$ cat config.mk
export PLATFORM = sky130hd
export DESIGN_NAME = npc_ifu_flat
export DESIGN_NICKNAME = d
export VERILOG_FILES = /design/src/rtl/npc_pkg.sv /design/src/rtl/npc_ifu_if.sv /design/src/rtl/npc_calc.sv /design/src/rtl/npc_ifu.sv /design/src/flat_wrapper.sv
export SDC_FILE = /design/constraint.sdc
export NUM_CORES = 1
export LEC_CHECK = 0
export ABC_AREA = 1
export BUFFER_PORTS_ARGS = -buffer_cell sky130_fd_sc_hd__buf_2
export CORE_MARGIN = 3
export CORE_UTILIZATION = 57
export CTS_BUF_LIST = sky130_fd_sc_hd__clkbuf_4 sky130_fd_sc_hd__clkbuf_8 sky130_fd_sc_hd__clkbuf_16
export DETAILED_ROUTE_END_ITERATION = 10
export GPL_TIMING_DRIVEN = 0
export PLACE_DENSITY = 0.87
export SLEW_MARGIN = 10
export SYNTH_ARGS = -nofsm -noshare
export SYNTH_HDL_FRONTEND = slang
export SYNTH_SLANG_ARGS = --single-unit
export TNS_END_PERCENT = 1
$ cat constraint.sdc
create_clock -name clk -period 6.49 [get_ports clk]
set_clock_uncertainty 0.05 [all_clocks]
set_input_delay 0.649 -clock clk [delete_from_list [all_inputs] [get_ports clk]]
set_output_delay 0.649 -clock clk [all_outputs]
set_load 0.02 [all_outputs]
$ cat src/rtl/npc_pkg.sv
// Purpose: shared constants and types for the instruction-fetch unit.
//   NPC_* : next-PC select encodings driven by the controller
//   state_t : fetch FSM state (ST_HALT exists only with NPC_ALIGN_CHECK_EN)
//   RESET_PC_DEFAULT : default first fetch address after reset
package npc_pkg;

  localparam int unsigned XLEN = 32;

  localparam logic [2:0] NPC_SEQ = 3'b000;
  localparam logic [2:0] NPC_J   = 3'b001;
  localparam logic [2:0] NPC_BR  = 3'b011;
  localparam logic [2:0] NPC_JR  = 3'b100;

  localparam logic [XLEN-1:0] RESET_PC_DEFAULT = 32'h0000_3000;

`ifdef NPC_ALIGN_CHECK_EN
  typedef enum logic [1:0] {
    ST_BOOT = 2'd0,
    ST_RUN  = 2'd1,
    ST_HALT = 2'd2
  } state_t;
`else
  typedef enum logic [1:0] {
    ST_BOOT = 2'd0,
    ST_RUN  = 2'd1
  } state_t;
`endif

endpackage

$ cat src/rtl/npc_ifu_if.sv
// Purpose: controller <-> fetch-unit bundle, including the instruction-memory
// read port.
//   master : controller/memory side (drives PCWE, npc_sel, rs_data, imem_rdata)
//   slave  : fetch unit (drives imem_addr, pc, instr, pc_link, addr_err)
interface npc_ifu_if;
  import npc_pkg::*;

  logic            PCWE;
  logic [2:0]      npc_sel;
  logic [XLEN-1:0] rs_data;
  logic [XLEN-1:0] imem_rdata;
  logic [XLEN-1:0] imem_addr;
  logic [XLEN-1:0] pc;
  logic [XLEN-1:0] instr;
  logic [XLEN-1:0] pc_link;
  logic            addr_err;

  modport master (
    output PCWE, npc_sel, rs_data, imem_rdata,
    input  imem_addr, pc, instr, pc_link, addr_err
  );

  modport slave (
    input  PCWE, npc_sel, rs_data, imem_rdata,
    output imem_addr, pc, instr, pc_link, addr_err
  );

endinterface

$ cat src/rtl/npc_calc.sv
// Purpose: combinational next-PC generation (all arithmetic wraps mod 2^32).
//   pc        in  current PC
//   instr_idx in  IR[25:0] (jump index; low 16 bits are the branch immediate)
//   rs_data   in  jr target
//   npc_sel   in  select; unlisted codes fall back to sequential
//   npc       out next PC
//   pc_link   out pc + 4
module npc_calc
  import npc_pkg::*;
(
  input  logic [XLEN-1:0] pc,
  input  logic [25:0]     instr_idx,
  input  logic [XLEN-1:0] rs_data,
  input  logic [2:0]      npc_sel,
  output logic [XLEN-1:0] npc,
  output logic [XLEN-1:0] pc_link
);

  logic [XLEN-1:0] br_off;
  logic [XLEN-1:0] br_tgt;
  logic [XLEN-1:0] j_tgt;

  assign pc_link = pc + XLEN'(4);

  // Word offset, sign-extended from the 16-bit immediate.
  assign br_off = {{14{instr_idx[15]}}, instr_idx[15:0], 2'b00};
  assign br_tgt = pc_link + br_off;
  assign j_tgt  = {pc_link[31:28], instr_idx, 2'b00};

  always_comb begin
    npc = pc_link;
    case (npc_sel)
      NPC_SEQ: npc = pc_link;
      NPC_J:   npc = j_tgt;
      NPC_BR:  npc = br_tgt;
      NPC_JR:  npc = rs_data;
      default: npc = pc_link;
    endcase
  end

endmodule

$ cat src/rtl/npc_ifu.sv
// Purpose: instruction-fetch unit for the multicycle MIPS core. Holds PC and IR,
// drives the fetch address and the jal link value.
// Build option: NPC_ALIGN_CHECK_EN enables the misaligned-target trap (HALT).
//   clk, rst          clock, asynchronous active-high reset
//   bus.PCWE          PC/IR write enable (IF state)
//   bus.npc_sel       next-PC select, sampled on the PCWE edge
//   bus.rs_data       jr target
//   bus.imem_rdata    instruction word at imem_addr
//   bus.imem_addr     fetch address (combinational)
//   bus.pc/instr      current PC and IR
//   bus.pc_link       pc + 4
//   bus.addr_err      misaligned-target trap flag (0 when check not built)
module npc_ifu
  import npc_pkg::*;
#(
  parameter logic [XLEN-1:0] RESET_PC = RESET_PC_DEFAULT
) (
  input  logic       clk,
  input  logic       rst,
  npc_ifu_if.slave   bus
);

  state_t          state_q, state_d;
  logic [XLEN-1:0] pc_q, pc_d;
  logic [XLEN-1:0] instr_q, instr_d;
  logic [XLEN-1:0] npc;
  logic [XLEN-1:0] pc_link;
`ifdef NPC_ALIGN_CHECK_EN
  logic            err_q, err_d;
`endif

  npc_calc u_calc (
    .pc        (pc_q),
    .instr_idx (instr_q[25:0]),
    .rs_data   (bus.rs_data),
    .npc_sel   (bus.npc_sel),
    .npc       (npc),
    .pc_link   (pc_link)
  );

  // Next-state / register update logic.
  always_comb begin
    state_d = state_q;
    pc_d    = pc_q;
    instr_d = instr_q;
`ifdef NPC_ALIGN_CHECK_EN
    err_d   = err_q;
`endif
    case (state_q)
      // First fetch: pc already equals RESET_PC, only IR is loaded.
      ST_BOOT: begin
        if (bus.PCWE) begin
          instr_d = bus.imem_rdata;
          state_d = ST_RUN;
        end
      end
      ST_RUN: begin
        if (bus.PCWE) begin
`ifdef NPC_ALIGN_CHECK_EN
          if (npc[1:0] != 2'b00) begin
            err_d   = 1'b1;
            state_d = ST_HALT;
          end else begin
            pc_d    = npc;
            instr_d = bus.imem_rdata;
          end
`else
          pc_d    = npc;
          instr_d = bus.imem_rdata;
`endif
        end
      end
`ifdef NPC_ALIGN_CHECK_EN
      // Trapped: everything frozen until reset.
      ST_HALT: begin
        state_d = ST_HALT;
      end
`endif
      default: begin
        state_d = ST_BOOT;
      end
    endcase
  end

  // State and datapath registers.
  always_ff @(posedge clk or posedge rst) begin
    if (rst) begin
      state_q <= ST_BOOT;
      pc_q    <= RESET_PC;
      instr_q <= '0;
`ifdef NPC_ALIGN_CHECK_EN
      err_q   <= 1'b0;
`endif
    end else begin
      state_q <= state_d;
      pc_q    <= pc_d;
      instr_q <= instr_d;
`ifdef NPC_ALIGN_CHECK_EN
      err_q   <= err_d;
`endif
    end
  end

  assign bus.imem_addr = (state_q == ST_BOOT) ? RESET_PC : npc;
  assign bus.pc        = pc_q;
  assign bus.instr     = instr_q;
  assign bus.pc_link   = pc_link;
`ifdef NPC_ALIGN_CHECK_EN
  assign bus.addr_err  = err_q;
`else
  assign bus.addr_err  = 1'b0;
`endif

endmodule

$ cat src/flat_wrapper.sv
// flat-port wrapper written by rule: the top's interface ports become plain ports
module npc_ifu_flat import npc_pkg::*;
#(
  parameter logic [XLEN-1:0] RESET_PC = RESET_PC_DEFAULT
)
  (clk, rst, bus_PCWE, bus_npc_sel, bus_rs_data, bus_imem_rdata, bus_imem_addr, bus_pc, bus_instr, bus_pc_link, bus_addr_err);
  npc_ifu_if bus_i ();
  input  logic clk;
  input  logic rst;
  input wire logic [$bits(bus_i.PCWE)-1:0] bus_PCWE;
  input wire logic [$bits(bus_i.npc_sel)-1:0] bus_npc_sel;
  input wire logic [$bits(bus_i.rs_data)-1:0] bus_rs_data;
  input wire logic [$bits(bus_i.imem_rdata)-1:0] bus_imem_rdata;
  output wire logic [$bits(bus_i.imem_addr)-1:0] bus_imem_addr;
  output wire logic [$bits(bus_i.pc)-1:0] bus_pc;
  output wire logic [$bits(bus_i.instr)-1:0] bus_instr;
  output wire logic [$bits(bus_i.pc_link)-1:0] bus_pc_link;
  output wire logic [$bits(bus_i.addr_err)-1:0] bus_addr_err;
  assign bus_i.PCWE = bus_PCWE;
  assign bus_i.npc_sel = bus_npc_sel;
  assign bus_i.rs_data = bus_rs_data;
  assign bus_i.imem_rdata = bus_imem_rdata;
  assign bus_imem_addr = bus_i.imem_addr;
  assign bus_pc = bus_i.pc;
  assign bus_instr = bus_i.instr;
  assign bus_pc_link = bus_i.pc_link;
  assign bus_addr_err = bus_i.addr_err;
  npc_ifu #(.RESET_PC(RESET_PC)) u_core (.clk(clk), .rst(rst), .bus(bus_i));
endmodule
==> Word level (Yosys, flattened, before mapping) <==
Cells that the tools add are included.
{ "word_totals": {"input_bits": 70, "register_bits": 66, "elab_cells": 20, "out_inout_bits": 129} }
{ "classes": {"addsub": 2, "reduce_logical": 5, "n_bitwise": 1, "eq_ne": 5, "muxes": 4} }
{ "op_table": {"columns": ["operator", "count"], "rows": [
  ["$pmux 32 s3", 1],
  ["$add 32x3->32 const B", 1],
  ["$add 32x32->32", 1],
  ["$mux 32", 1],
  ["$reduce_and 2->1", 3],
  ["$pmux 2 s2", 1],
  ["$eq 3x1->1 const B", 1],
  ["$eq 3x2->1 const B", 1],
  ["$eq 3x3->1 const B", 1],
  ["$eq 2x1->1 const B", 1],
  ["$logic_not 2->1", 1],
  ["$mux 2", 1],
  ["$ne 2x2->1 const B", 1],
  ["$reduce_or 2->1", 1],
  ["$not 1->1", 1]
]} }

==> Longest topological paths before layout <==
Gate-level depths: netlist of run 1.
{ "logic_depth": {"ltp_word": 4, "depth_mapped": 25, "mapped_depth_nobuf": 25} }

==> Modules after synthesis <==
A second synthesis of run 1 with hierarchy kept.
{ "hier_totals": {"cells_unflattened": 1133, "hier_area_um2": 6762.7} }
{ "modules_own_cells": {"columns": ["mod", "seq_area_each_um2", "area_per_inst_um2", "n_inst", "cells_per_inst"], "rows": [
  ["npc_calc", 0.0, 4000.1, 1, 787],
  ["npc_ifu", 1629.1, 2762.6, 1, 346]
]} }

==> Worst setup path after synthesis of run 1 <==
Ideal clock, no wire load.
{ "synth_path": {"path_type": "reg-to-output", "from": "register u_core.pc_q[3], in the netlist u_core.bus.pc[3]", "to": "output port bus_imem_addr[26]", "path_stages_with_launch": 20, "required_time_ns": 5.791, "n_path_buf": 0, "slack_ns": 2.648, "t_arrival_ns": 3.143, "cell_sequence": "dfrtp_1 ha_1 nand3_2 nor2_2 nand3_1 nor2_1 nand3_1 xor2_1 inv_1 ha_1 nand2_1 nor3_1 nand2_1 nor2_1 nand2_1 nand4_1 nand3_1 nand2_1 nand2_1 nor2_1"} }
{ "synth_via": {"elab_chain_len": 4} }
{ "synth_lines": {"columns": ["element", "line", "rtl"], "rows": [
  ["from (decl)", "npc_ifu.sv:24", "logic [XLEN-1:0] pc_q, pc_d;"],
  ["from (signal assigned)", "npc_ifu.sv:96", "pc_q <= pc_d;"],
  ["$add 32x3->32", "npc_calc.sv:23", "assign pc_link = pc + XLEN'(4);"],
  ["via bus_pc_link[20]", "flat_wrapper.sv:17", "output wire logic [$bits(bus_i.pc_link)-1:0] bus_pc_link;"],
  ["$add 32x32->32", "npc_calc.sv:27", "assign br_tgt = pc_link + br_off;"],
  ["$pmux 32 s3", "npc_calc.sv:32", "case (npc_sel)"],
  ["$mux 32", "npc_ifu.sv:104", "assign bus.imem_addr = (state_q == ST_BOOT) ? RESET_PC : npc;"],
  ["to (decl)", "flat_wrapper.sv:14", "output wire logic [$bits(bus_i.imem_addr)-1:0] bus_imem_addr;"]
]} }
The timed path passes the listed nets, and every way through them passes these cells.

==> Worst setup path in the final report of run 1 <==
{ "layout_path": {"from": "register u_core.pc_q[3], in the netlist u_core.bus.pc[3]", "to": "output port bus_imem_addr[30]"} }
{ "layout_via": {"elab_chain_len": 4} }
{ "layout_lines": {"columns": ["element", "line"], "rows": [
  ["$add 32x3->32 *", "npc_calc.sv:23"],
  ["$add 32x32->32", "npc_calc.sv:27"],
  ["$pmux 32 s3 *", "npc_calc.sv:32"],
  ["$mux 32 *", "npc_ifu.sv:104"]
]} }
Every way passes the cells marked *; elsewhere a longest branch is shown, timed or not.

==> impl_metrics.yaml, run 1 <==
timing:
  final-setup-viol-count: 0
  setup_tns_ns: 0
  maxSlewViolCount: 0
  tightestPinTransition_ns: 0.842
  slew_headroom: 0.439
  finalCritPeriodShare: 0.716
  fmax_mhz: 215
  layout_min_cycle_time_ns: 4.65
  layout_setup_ws_ns: 1.84
  hold_violations: 0
  rsz0062_at_grt: "no"
  timing.hold.ws_ns: 0.189
global_routing:
  grt_pass1_vias: 7389
  grt_pass1_wl_mm: 37.7
  antenna_found_initial: 0
  grt_start_max_net_pins: 52
  grt_usage: 0.378
  grt_overflow: 0
flow_run:
  cap_violations: 0
clock_tree:
  clock_sinks: 65
  clock_latency_ns: 0.34
  cts_tree: "done"
  clockBufferDepth: 2
  post_cts_buffers: 0
  numCtsBuffers: 9
  hold_buffers: 0
  cts_root_buffer: "clkbuf_16"
  cts_resized: 0
  cts.clk_slew.worst_paths_ns: 0.06
  htreeDepth: 3
setup_path:
  worstPathCellList: "ha_1 -> nand3_2 -> nor2_2 -> nand3_1 -> nor2_1 -> nand3_1 -> xor2_1 -> inv_1 -> ha_1 -> nand2_1 -> nor3_1 -> nand2_1 -> nor2_1 -> nand2_1 -> nand3_1 -> nand3_1 -> nand3_1 -> nand2_1 -> inv_1 -> buf_2"
  timing.critical_path.buf_inv: 3
  crit_fanout: 6
  end_kind: "output port"
  cp_data_arrival_time_ns: 3.95
  start_kind: "flip-flop"
  cp_slowest_cell: "dfrtp_1"
  worstPathRequired_ns: 5.79
  crit_family: "simple AND/OR/NAND/NOR gates"
  crit_type: "reg2out"
  cpPeakStageDelay_ns: 0.41
  crit_top_cell: "nand3_1"
floorplan:
  core_area_um2: 11000
  die_area_um2: 12800
  die-height_um: 113
  initial_core_util: 0.594
  top_level_ports: 199
  dieWidth_um: 113
  rows: 38
outcome:
  outcome: "finished clean"
yosys:
  synth_area_um2: 6550
  synth-seq-cells: 65
  yosysWarningCount: 0
  synth_nets: 1236
  syn_area_per_cell_um2: 5.79
  seq_area_frac_synth: 0.249
  netlist_instances: 1130
  ys_async_sr_fraction: 1.00
  synth_edf_count: 0
  ys_types: 38
  synth_ff_type: "dfrtp_1"
route:
  routed_wl_mm: 24.3
  wire_per_inst_um: 16.4
  drt-initial-drc-count: 950
  vias_per_cell: 5.47
  vias: 8120
  final_antenna_net_count: 0
  post-route-drc-count: 0
  dr.pass1.iters: 5
placed_design:
  dpl.hpwl_mm: 19.9
  port_buffers: 197
  place_ws_ns: 2.24
  gp_congestion: 1.03
  place_inst: 1468
  post_dp_cell_area_um2: 7740
final_layout:
  areaGrowthSynthToFinish_pct: 23.3
  n_antenna_cell: 0
  layoutNonFillerInstCount: 1484
  drive_gt1_frac: 0.192
  final_cell_area_um2: 8070
  fin_nets: 1445
hold_path:
  hold_class: "in2async"
pwr:
  leakage_nw: 4.95
  p_per_area_nw_per_um2: 282
  ir_drop_v: 0.000210
## Yosys cell counts, types with 3 or more instances
library cell  number  area [um^2]
o21ai_1            3         15.0
ha_1              35          438
clkbuf_1          18         67.6
o21ai_0           33          165
or2_2             11         68.8
xnor2_1            6         52.6
a221oi_1          14          123
nand4_1           10         62.6
nor3_1             7         35.0
nor2_2             3         18.8
buf_4              3         22.5
dfrtp_1           63         1580
nor2_4             4         45.0
nor2_1            96          360
o22ai_1            3         18.8
buf_2              8         40.0
nand3b_1           4         30.0
nand3_1           85          425
inv_1            161          604
nand2_2            4         25.0
a21oi_1           25          125
nand2_1          498         1870
xor2_1            13          114
## layout by cell type (no fill, tap or decap), types with 3 or more instances in the layout
master     Yosys  layout
o21ai_0       33      33
nand3b_1       4       4
nor2_1        96      96
ha_1          35      35
nor2_4         4       4
dfrtp_1       63      63
xnor2_1        6       6
clkbuf_16      0       9
buf_2          8     205
nor3_1         7       7
inv_1        161     160
o21ai_1        3       3
clkbuf_8       2       4
buf_4          3       3
clkbuf_1      18      18
o22ai_1        3       3
nand2_1      498     498
a221oi_1      14      14
xor2_1        13      13
nand2_2        4       4
or2_2         11      11
a21oi_1       25      25
nor2_2         3       3
nand4_1       10      10
nand3_1       85      85
## cell families (layout without fill, tap and decap cells)
| group | Yosys count | in the layout | synth area share |
|---|---|---|---|
| buffers and inverters | 194 | 408 | 0.118 |
| adder cells (fa/ha/maj) | 36 | 36 | 0.0699 |
| AND/OR/NAND/NOR | 729 | 729 | 0.460 |
| XOR/XNOR | 19 | 19 | 0.0254 |
| AO/OA/AOI/OAI | 86 | 86 | 0.0776 |
| flip-flops | 65 | 65 | 0.249 |
| other | 1 | 1 | 0.000573 |
## stage by stage
step | power, mW | util
floorplan | 1.32 | -
finish | 2.28 | 0.732
CTS | 2.25 | 0.732
global route | 2.42 | 0.732
detailed placement | 1.70 | 0.702
global placement | 1.68 | 0.699
## layout make-up
type | count | area [um^2]
sequential | 65 | 1630
clock inverter | 4 | 75.1
buffer | 31 | 158
timing repair buffer | 198 | 1010
fill | 1018 | 2960
clock buffer | 12 | 260
tap | 140 | 175
inverter | 163 | 614
multi-input combinational | 871 | 4150
## where the power goes
part	internal, mW	switching (mW)	leakage, nW
sequential	0.464	0.0918	0.798
combinational	0.372	0.802	3.99
clock	0.362	0.188	0.158
## sequential cells by signal, indices dropped and copies added, names as in the netlist
signal,count
u_core.bus.instr,32
u_core.bus.pc,32
u_core.state_q,1
## path summary, 6_finish.rpt
path                                      startpoint                    to  slack (ns)  cells past startpoint
worst min register to register  u_core.bus.instr[29]  u_core.bus.instr[29]        0.42                      2
worst max register to register      u_core.bus.pc[3]     u_core.bus.pc[30]        2.89                     20
worst max-delay path                u_core.bus.pc[3]     bus_imem_addr[30]        1.84                     20
min in group clk                u_core.bus.instr[29]  u_core.bus.instr[29]        0.42                      2
worst min-delay path                             rst     u_core.bus.pc[28]        0.19                      2
max in group asynchronous                        rst     u_core.bus.pc[12]        5.63                      3
## per-layer routing
layer | vias up | wire length (um) | track usage
met5 | - | 0 | 0
met3 | 69 | 2630 | 0.0834
met4 | 0 | 894 | 0.153
met2 | 464 | 10900 | 0.596
met1 | 3658 | 9880 | 0.505
li1 | 3929 | - | -
(Power assumes the default switching activity.)
==> run 2: changes to the inputs <==
--- a/config.mk
+++ b/config.mk
@@ -5,14 +5,14 @@
 export SDC_FILE = /design/constraint.sdc
 export NUM_CORES = 1
 export LEC_CHECK = 0
-export ABC_AREA = 1
+export ABC_AREA = 0
 export BUFFER_PORTS_ARGS = -buffer_cell sky130_fd_sc_hd__buf_2
 export CORE_MARGIN = 3
-export CORE_UTILIZATION = 57
+export CORE_UTILIZATION = 47
 export CTS_BUF_LIST = sky130_fd_sc_hd__clkbuf_4 sky130_fd_sc_hd__clkbuf_8 sky130_fd_sc_hd__clkbuf_16
 export DETAILED_ROUTE_END_ITERATION = 10
 export GPL_TIMING_DRIVEN = 0
-export PLACE_DENSITY = 0.87
+export PLACE_DENSITY = 0.78
 export SLEW_MARGIN = 10
 export SYNTH_ARGS = -nofsm -noshare
 export SYNTH_HDL_FRONTEND = slang
==> constraint.sdc (replaced) <==
create_clock -name clk -period 3.7 [get_ports clk]
set_clock_uncertainty 0.05 [all_clocks]
set_input_delay 0.37 -clock clk [delete_from_list [all_inputs] [get_ports clk]]
set_output_delay 0.37 -clock clk [all_outputs]
set_load 0.02 [all_outputs]
==> run 2 against run 1 <==
Sequential cell count stayed put. Sequential power is 83% higher. Largest cell class unchanged. Critical path depth is 7 lower. The run now ends with negative setup slack left. Critical path type unchanged. Area after synthesis is 8.6% lower. First-iteration DRC count is 5.9% lower. Register-to-register slack worse by 2.9 ns. Worst hold slack worse by 0.19 ns. Cell count is 22% lower. Via count is 11% lower. Die area is 10% higher. Highest routed layer unchanged.
==> impl_metrics.yaml, run 2 <==
timing:
  slew_headroom: 0.337
  setup_tns_ns: -8.19
  final-setup-viol-count: 22
  tightestPinTransition_ns: 0.994
  rsz0062_at_grt: "yes"
  layout_min_cycle_time_ns: 4.30
  hold_violations: 0
  maxSlewViolCount: 0
  layout_setup_ws_ns: -0.596
  fmax_mhz: 233
  finalCritPeriodShare: 1.16
  timing.hold.ws_ns: 0.000551
global_routing:
  grt_start_max_net_pins: 36
  grt_pass1_wl_mm: 38.5
  grt_overflow: 0
  grt_pass1_vias: 7012
  grt_usage: 0.350
  antenna_found_initial: 0
placed_design:
  place_inst: 1106
  gp_congestion: 0.988
  dpl.hpwl_mm: 18.7
  post_dp_cell_area_um2: 7480
  port_buffers: 195
  place_ws_ns: -0.713
clock_tree:
  htreeDepth: 3
  cts_tree: "done"
  cts.clk_slew.worst_paths_ns: 0.06
  hold_buffers: 0
  numCtsBuffers: 9
  clock_sinks: 65
  clockBufferDepth: 2
  clock_latency_ns: 0.34
  cts_root_buffer: "clkbuf_16"
setup_path:
  cpPeakStageDelay_ns: 0.39
  timing.critical_path.buf_inv: 1
  r2r_cells: 15
  crit_top_cell: "and4_4"
  rr_startpoint: "u_core.bus.pc[12]"
  cp_slowest_cell: "a2111o_1"
  crit_family: "compound AO/OA/AOI/OAI gates"
  rrSetupSlack_ns: -0.01
  worstPathCellList: "and4_4 -> and4_4 -> and3_4 -> xor2_4 -> ha_4 -> nand4_1 -> a2111o_1 -> a41oi_4 -> a41o_1 -> a21oi_1 -> xnor2_1 -> a31o_2 -> buf_4"
  crit_type: "reg2out"
  end_kind: "output port"
  cp_data_arrival_time_ns: 3.88
  r2r_end: "u_core.bus.pc[30]"
  worstPathRequired_ns: 3.28
  crit_fanout: 5
  start_kind: "flip-flop"
yosys:
  ys_async_sr_fraction: 1.00
  synth_area_um2: 5990
  seq_area_frac_synth: 0.272
  yosysWarningCount: 0
  synth_top_family_by_area: "compound AO/OA/AOI/OAI gates"
  synth-seq-cells: 65
  netlist_instances: 742
  ys_types: 76
  syn_area_per_cell_um2: 8.07
  synth_top_cells_by_area: "dfrtp_1, ha_1, mux2_2, nand2_1, a21oi_1"
  yosysMostFrequentCell: "nand2_1"
  synth_nets: 848
  synth_top_area_frac: 0.263
  yosysTopAreaCell: "dfrtp_1"
  synth_edf_count: 0
  synth_compound_area_frac: 0.235
  synth_simple_gate_area_share: 0.224
  synth_mux_area_frac: 0.0734
  synth_ff_type: "dfrtp_1"
  yosys.area_share.adder: 0.0765
  synth_common_cells: "nand2_1, dfrtp_1, nor2_1"
  synth_xor_area_frac: 0.0717
outcome:
  outcome: "finished with violations"
  failed_checks: "negative setup slack"
flow_run:
  cap_violations: 0
final_layout:
  layoutNonFillerInstCount: 1154
  n_antenna_cell: 0
  areaGrowthSynthToFinish_pct: 42.2
  final_cell_mix: "buf_2, nand2_1, dfrtp_1"
  fillers: 997
  fin_nets: 1087
  post-route-util: 0.697
  final_cell_area_um2: 8520
  final_common_cell: "buf_2"
  drive_gt1_frac: 0.412
pwr:
  power.total_mw: 4.80
  p_per_area_nw_per_um2: 563
  ir_drop_v: 0.000382
  leakage_nw: 3.81
route:
  dr.pass1.iters: 6
  vias: 7228
  final_antenna_net_count: 0
  wire_per_inst_um: 22.5
  vias_per_cell: 6.26
  post-route-drc-count: 0
  routed_wl_mm: 26.0
  drt-initial-drc-count: 894
floorplan:
  dieWidth_um: 119
  die-height_um: 119
  core_area_um2: 12200
  initial_core_util: 0.490
  top_level_ports: 199
  die_area_um2: 14100
  rows: 40
hold_path:
  hold_class: "in2async"
[run 2: cell count changes after synthesis, moves of 31 or more]
| cell | delta |
|---|---|
| a21oi_1 | +31 |
| mux2_2 | +31 |
| nand2_1 | -418 |
| nor2_1 | -39 |
| inv_1 | -133 |
| nand3_1 | -67 |
[run 2: report_power, final]
group	total (mW)	switching [mW]	internal, mW
registers	1.02	0.182	0.835
logic	2.83	1.67	1.16
clock network	0.949	0.345	0.604
[run 2: worst max path at each step]
stage | start | to | slack (ns) | cells after the start
after global routing | u_core.bus.pc[17] | bus_imem_addr[27] | -0.66 | 12
after global placement | u_core.bus.pc[9] | bus_imem_addr[30] | -0.70 | 15
after floorplan | u_core.bus.pc[12] | bus_imem_addr[31] | -0.16 | 11
final | u_core.bus.pc[6] | bus_imem_addr[28] | -0.60 | 13
after CTS | u_core.bus.pc[13] | bus_imem_addr[27] | -0.50 | 14
after detailed placement | u_core.bus.pc[9] | bus_imem_addr[30] | -0.71 | 15
[run 2: logic make-up after synthesis]
family | after synthesis
AOI/OAI and AO/OA | 217
xor gates and xnor gates | 46
adders and majority gates | 36
buffers and inverters | 70
DFF | 65
muxes | 40
other | 1
and+or+nand+nor | 267
[run 2: timing repair]
item | CTS | global route
pin swaps | 24 | 26
setup buffers | 26 | 9
gates resized for setup | 45 | 48
setup endpoints to repair | 37 | 33
[run 2: routing by layer]
metal  GRT usage  vias to the layer above  wire length, um
li1            -                     3175                -
met1       0.446                     3344             9850
met2       0.546                      587            11600
met3      0.0973                      122             3180
met4       0.174                        0             1340
met5           0                        -                0
[run 2: layout make-up]
type	count	area, um^2	area share
Multi-Input combinational cell	607	4760	0.559
Clock buffer	11	240	0.0282
Tap cell	168	210	0.0247
Timing Repair Buffer	231	1300	0.152
Clock inverter	5	80.1	0.00940
Sequential cell	65	1640	0.193
Buffer	38	179	0.0210
Inverter	29	111	0.0131
==> run 3: changes to the inputs <==
--- a/config.mk
+++ b/config.mk
@@ -6,13 +6,13 @@
 export NUM_CORES = 1
 export LEC_CHECK = 0
 export ABC_AREA = 0
-export BUFFER_PORTS_ARGS = -buffer_cell sky130_fd_sc_hd__buf_2
 export CORE_MARGIN = 3
-export CORE_UTILIZATION = 47
+export CORE_UTILIZATION = 57
 export CTS_BUF_LIST = sky130_fd_sc_hd__clkbuf_4 sky130_fd_sc_hd__clkbuf_8 sky130_fd_sc_hd__clkbuf_16
 export DETAILED_ROUTE_END_ITERATION = 10
+export DONT_BUFFER_PORTS = 1
 export GPL_TIMING_DRIVEN = 0
-export PLACE_DENSITY = 0.78
+export PLACE_DENSITY = 0.75
 export SLEW_MARGIN = 10
 export SYNTH_ARGS = -nofsm -noshare
 export SYNTH_HDL_FRONTEND = slang
==> run 3 against run 2 <==
The run still ends with negative setup slack left. Cell count fell by 21%. Clock power decreased by 13%. Worst hold slack better by 0.087 ns. Worst setup slack worse by 0.28 ns. Global-route usage up 6.4 points. Sequential power is 22% higher. Critical path type unchanged. Largest cell class unchanged.
==> impl_metrics.yaml, run 3 (same netlist as run 2, synthesis figures left out) <==
floorplan:
  top_level_ports: 199
  rows: 36
  die_area_um2: 11800
  dieWidth_um: 108
  core_area_um2: 10000
  die-height_um: 108
  initial_core_util: 0.599
setup_path:
  cp_slowest_cell: "dfrtp_2"
  r2r_cells: 15
  crit_top_cell: "and4_4"
  cp_data_arrival_time_ns: 4.16
  crit_fanout: 6
  rr_startpoint: "u_core.bus.pc[5]"
  crit_type: "reg2out"
  timing.critical_path.buf_inv: 1
  crit_family: "compound AO/OA/AOI/OAI gates"
  rrSetupSlack_ns: -0.33
  worstPathCellList: "and4_4 -> buf_4 -> and4_4 -> and3_4 -> xor2_4 -> ha_4 -> nand4_1 -> a2111o_1 -> a41oi_4 -> a41o_1 -> mux2i_1 -> o211ai_1 -> and2_4"
  start_kind: "flip-flop"
  worstPathRequired_ns: 3.28
  cpPeakStageDelay_ns: 0.51
  r2r_end: "u_core.bus.pc[30]"
  end_kind: "output port"
clock_tree:
  cts_tree: "done"
  cts.clk_slew.worst_paths_ns: 0.08
  htreeDepth: 3
  clock_sinks: 65
  clock_latency_ns: 0.36
  cts_root_buffer: "clkbuf_8"
  clockBufferDepth: 2
  numCtsBuffers: 9
final_layout:
  n_antenna_cell: 0
  areaGrowthSynthToFinish_pct: 25.1
  drive_gt1_frac: 0.272
  final_cell_mix: "nand2_1, dfrtp_1, nor2_1"
  fillers: 721
  fin_nets: 877
  final_common_cell: "nand2_1"
  post-route-util: 0.749
route:
  dr.pass1.iters: 7
  post-route-drc-count: 0
  drt-initial-drc-count: 755
  vias_per_cell: 7.21
  final_antenna_net_count: 0
  vias: 6557
  routed_wl_mm: 25.0
  wire_per_inst_um: 27.5
global_routing:
  antenna_found_initial: 0
  grt_pass1_wl_mm: 36.4
  grt_overflow: 0
  grt_usage: 0.414
  grt_start_max_net_pins: 47
  grt_pass1_vias: 6455
pwr:
  leakage_nw: 2.98
  ir_drop_v: 0.000383
  p_per_area_nw_per_um2: 588
hold_path:
  hold_class: "in2reg"
  hp-start: "bus_imem_rdata[22]"
  hold_end: "u_core.bus.instr[22]"
  hold_depth: 2
timing:
  layout_min_cycle_time_ns: 4.58
  rsz0062_at_grt: "yes"
  layout_setup_ws_ns: -0.881
  fmax_mhz: 218
  hold_violations: 0
  finalCritPeriodShare: 1.24
  tightestPinTransition_ns: 1.21
  maxSlewViolCount: 0
  final-setup-viol-count: 37
  slew_headroom: 0.192
placed_design:
  dpl.hpwl_mm: 18.0
  gp_congestion: 1.02
  port_buffers: 0
  place_ws_ns: -1.05
flow_run:
  cap_violations: 0
outcome:
  failed_checks: "negative setup slack"
  outcome: "finished with violations"
-- run 3: changes by cell type in the layout (fill, tap and decap cells not counted), moves of 4 or more --
cell       before  now
buf_2         188    1
buf_4          43   22
nor2_4          0    4
xor2_4          2    6
nor2_1         52   45
clkbuf_8        1   11
clkbuf_16       9    0
-- run 3: timing repair --
action / 4_1_cts / 5_1_grt
endpoints found under the hold margin: 19 / 0
buffers inserted: 16 / 5
pin swaps: 31 / 25
hold buffers: 1 / 0
setup endpoints to repair: 45 / 47
gates resized for setup: 78 / 41
-- run 3: layout make-up --
type | instances | area, um^2 | share of cell area
clock buffer | 12 | 159 | 0.0212
timing repair buffer | 22 | 196 | 0.0262
tap | 133 | 166 | 0.0222
sequential | 65 | 1650 | 0.220
multi-input combinational | 607 | 4950 | 0.661
clock inverter | 4 | 98.8 | 0.0132
inverter | 29 | 111 | 0.0149
buffer | 37 | 159 | 0.0212
-- run 3: where the power goes --
group	internal, mW	switching (mW)
clock network	0.494	0.326
logic	0.927	1.42
registers	0.833	0.409
-- run 3: how the worst max path moves through the flow --
stage               slack [ns]                 to         startpoint  cells past startpoint
floorplan                -0.16  bus_imem_addr[31]  u_core.bus.pc[12]                     11
global placement         -1.03  bus_imem_addr[30]   u_core.bus.pc[2]                     12
detailed placement       -1.05  bus_imem_addr[30]   u_core.bus.pc[2]                     12
CTS                      -0.79  bus_imem_addr[12]   u_core.bus.pc[2]                     12
global route             -0.93  bus_imem_addr[31]   u_core.bus.pc[4]                     13
finish                   -0.88  bus_imem_addr[24]   u_core.bus.pc[5]                     13
-- run 3: through the flow --
stage          total power, mW  area, um^2  TNS [ns]  hold WS [ns]  std cells
2_1_floorplan             2.70        6270    -0.967         0.441        742
3_3_place_gp              3.09        6440    -19.12         0.443        875
3_5_place_dp              3.15        6470    -20.43         0.172        876
4_1_cts                   4.19        7290    -15.55        0.0911        904
5_1_grt                   4.57        7490    -19.76        0.0927        909
6_report                  4.41        7490    -16.78        0.0880        909
-- run 3: routing by layer --
layer  up-vias  track usage  part of all wire
li1       2738            -                 -
met1      3102        0.515              0.35
met2       605        0.628              0.45
met3       112        0.170              0.16
met4         0        0.187             0.043
met5         -            0                 0
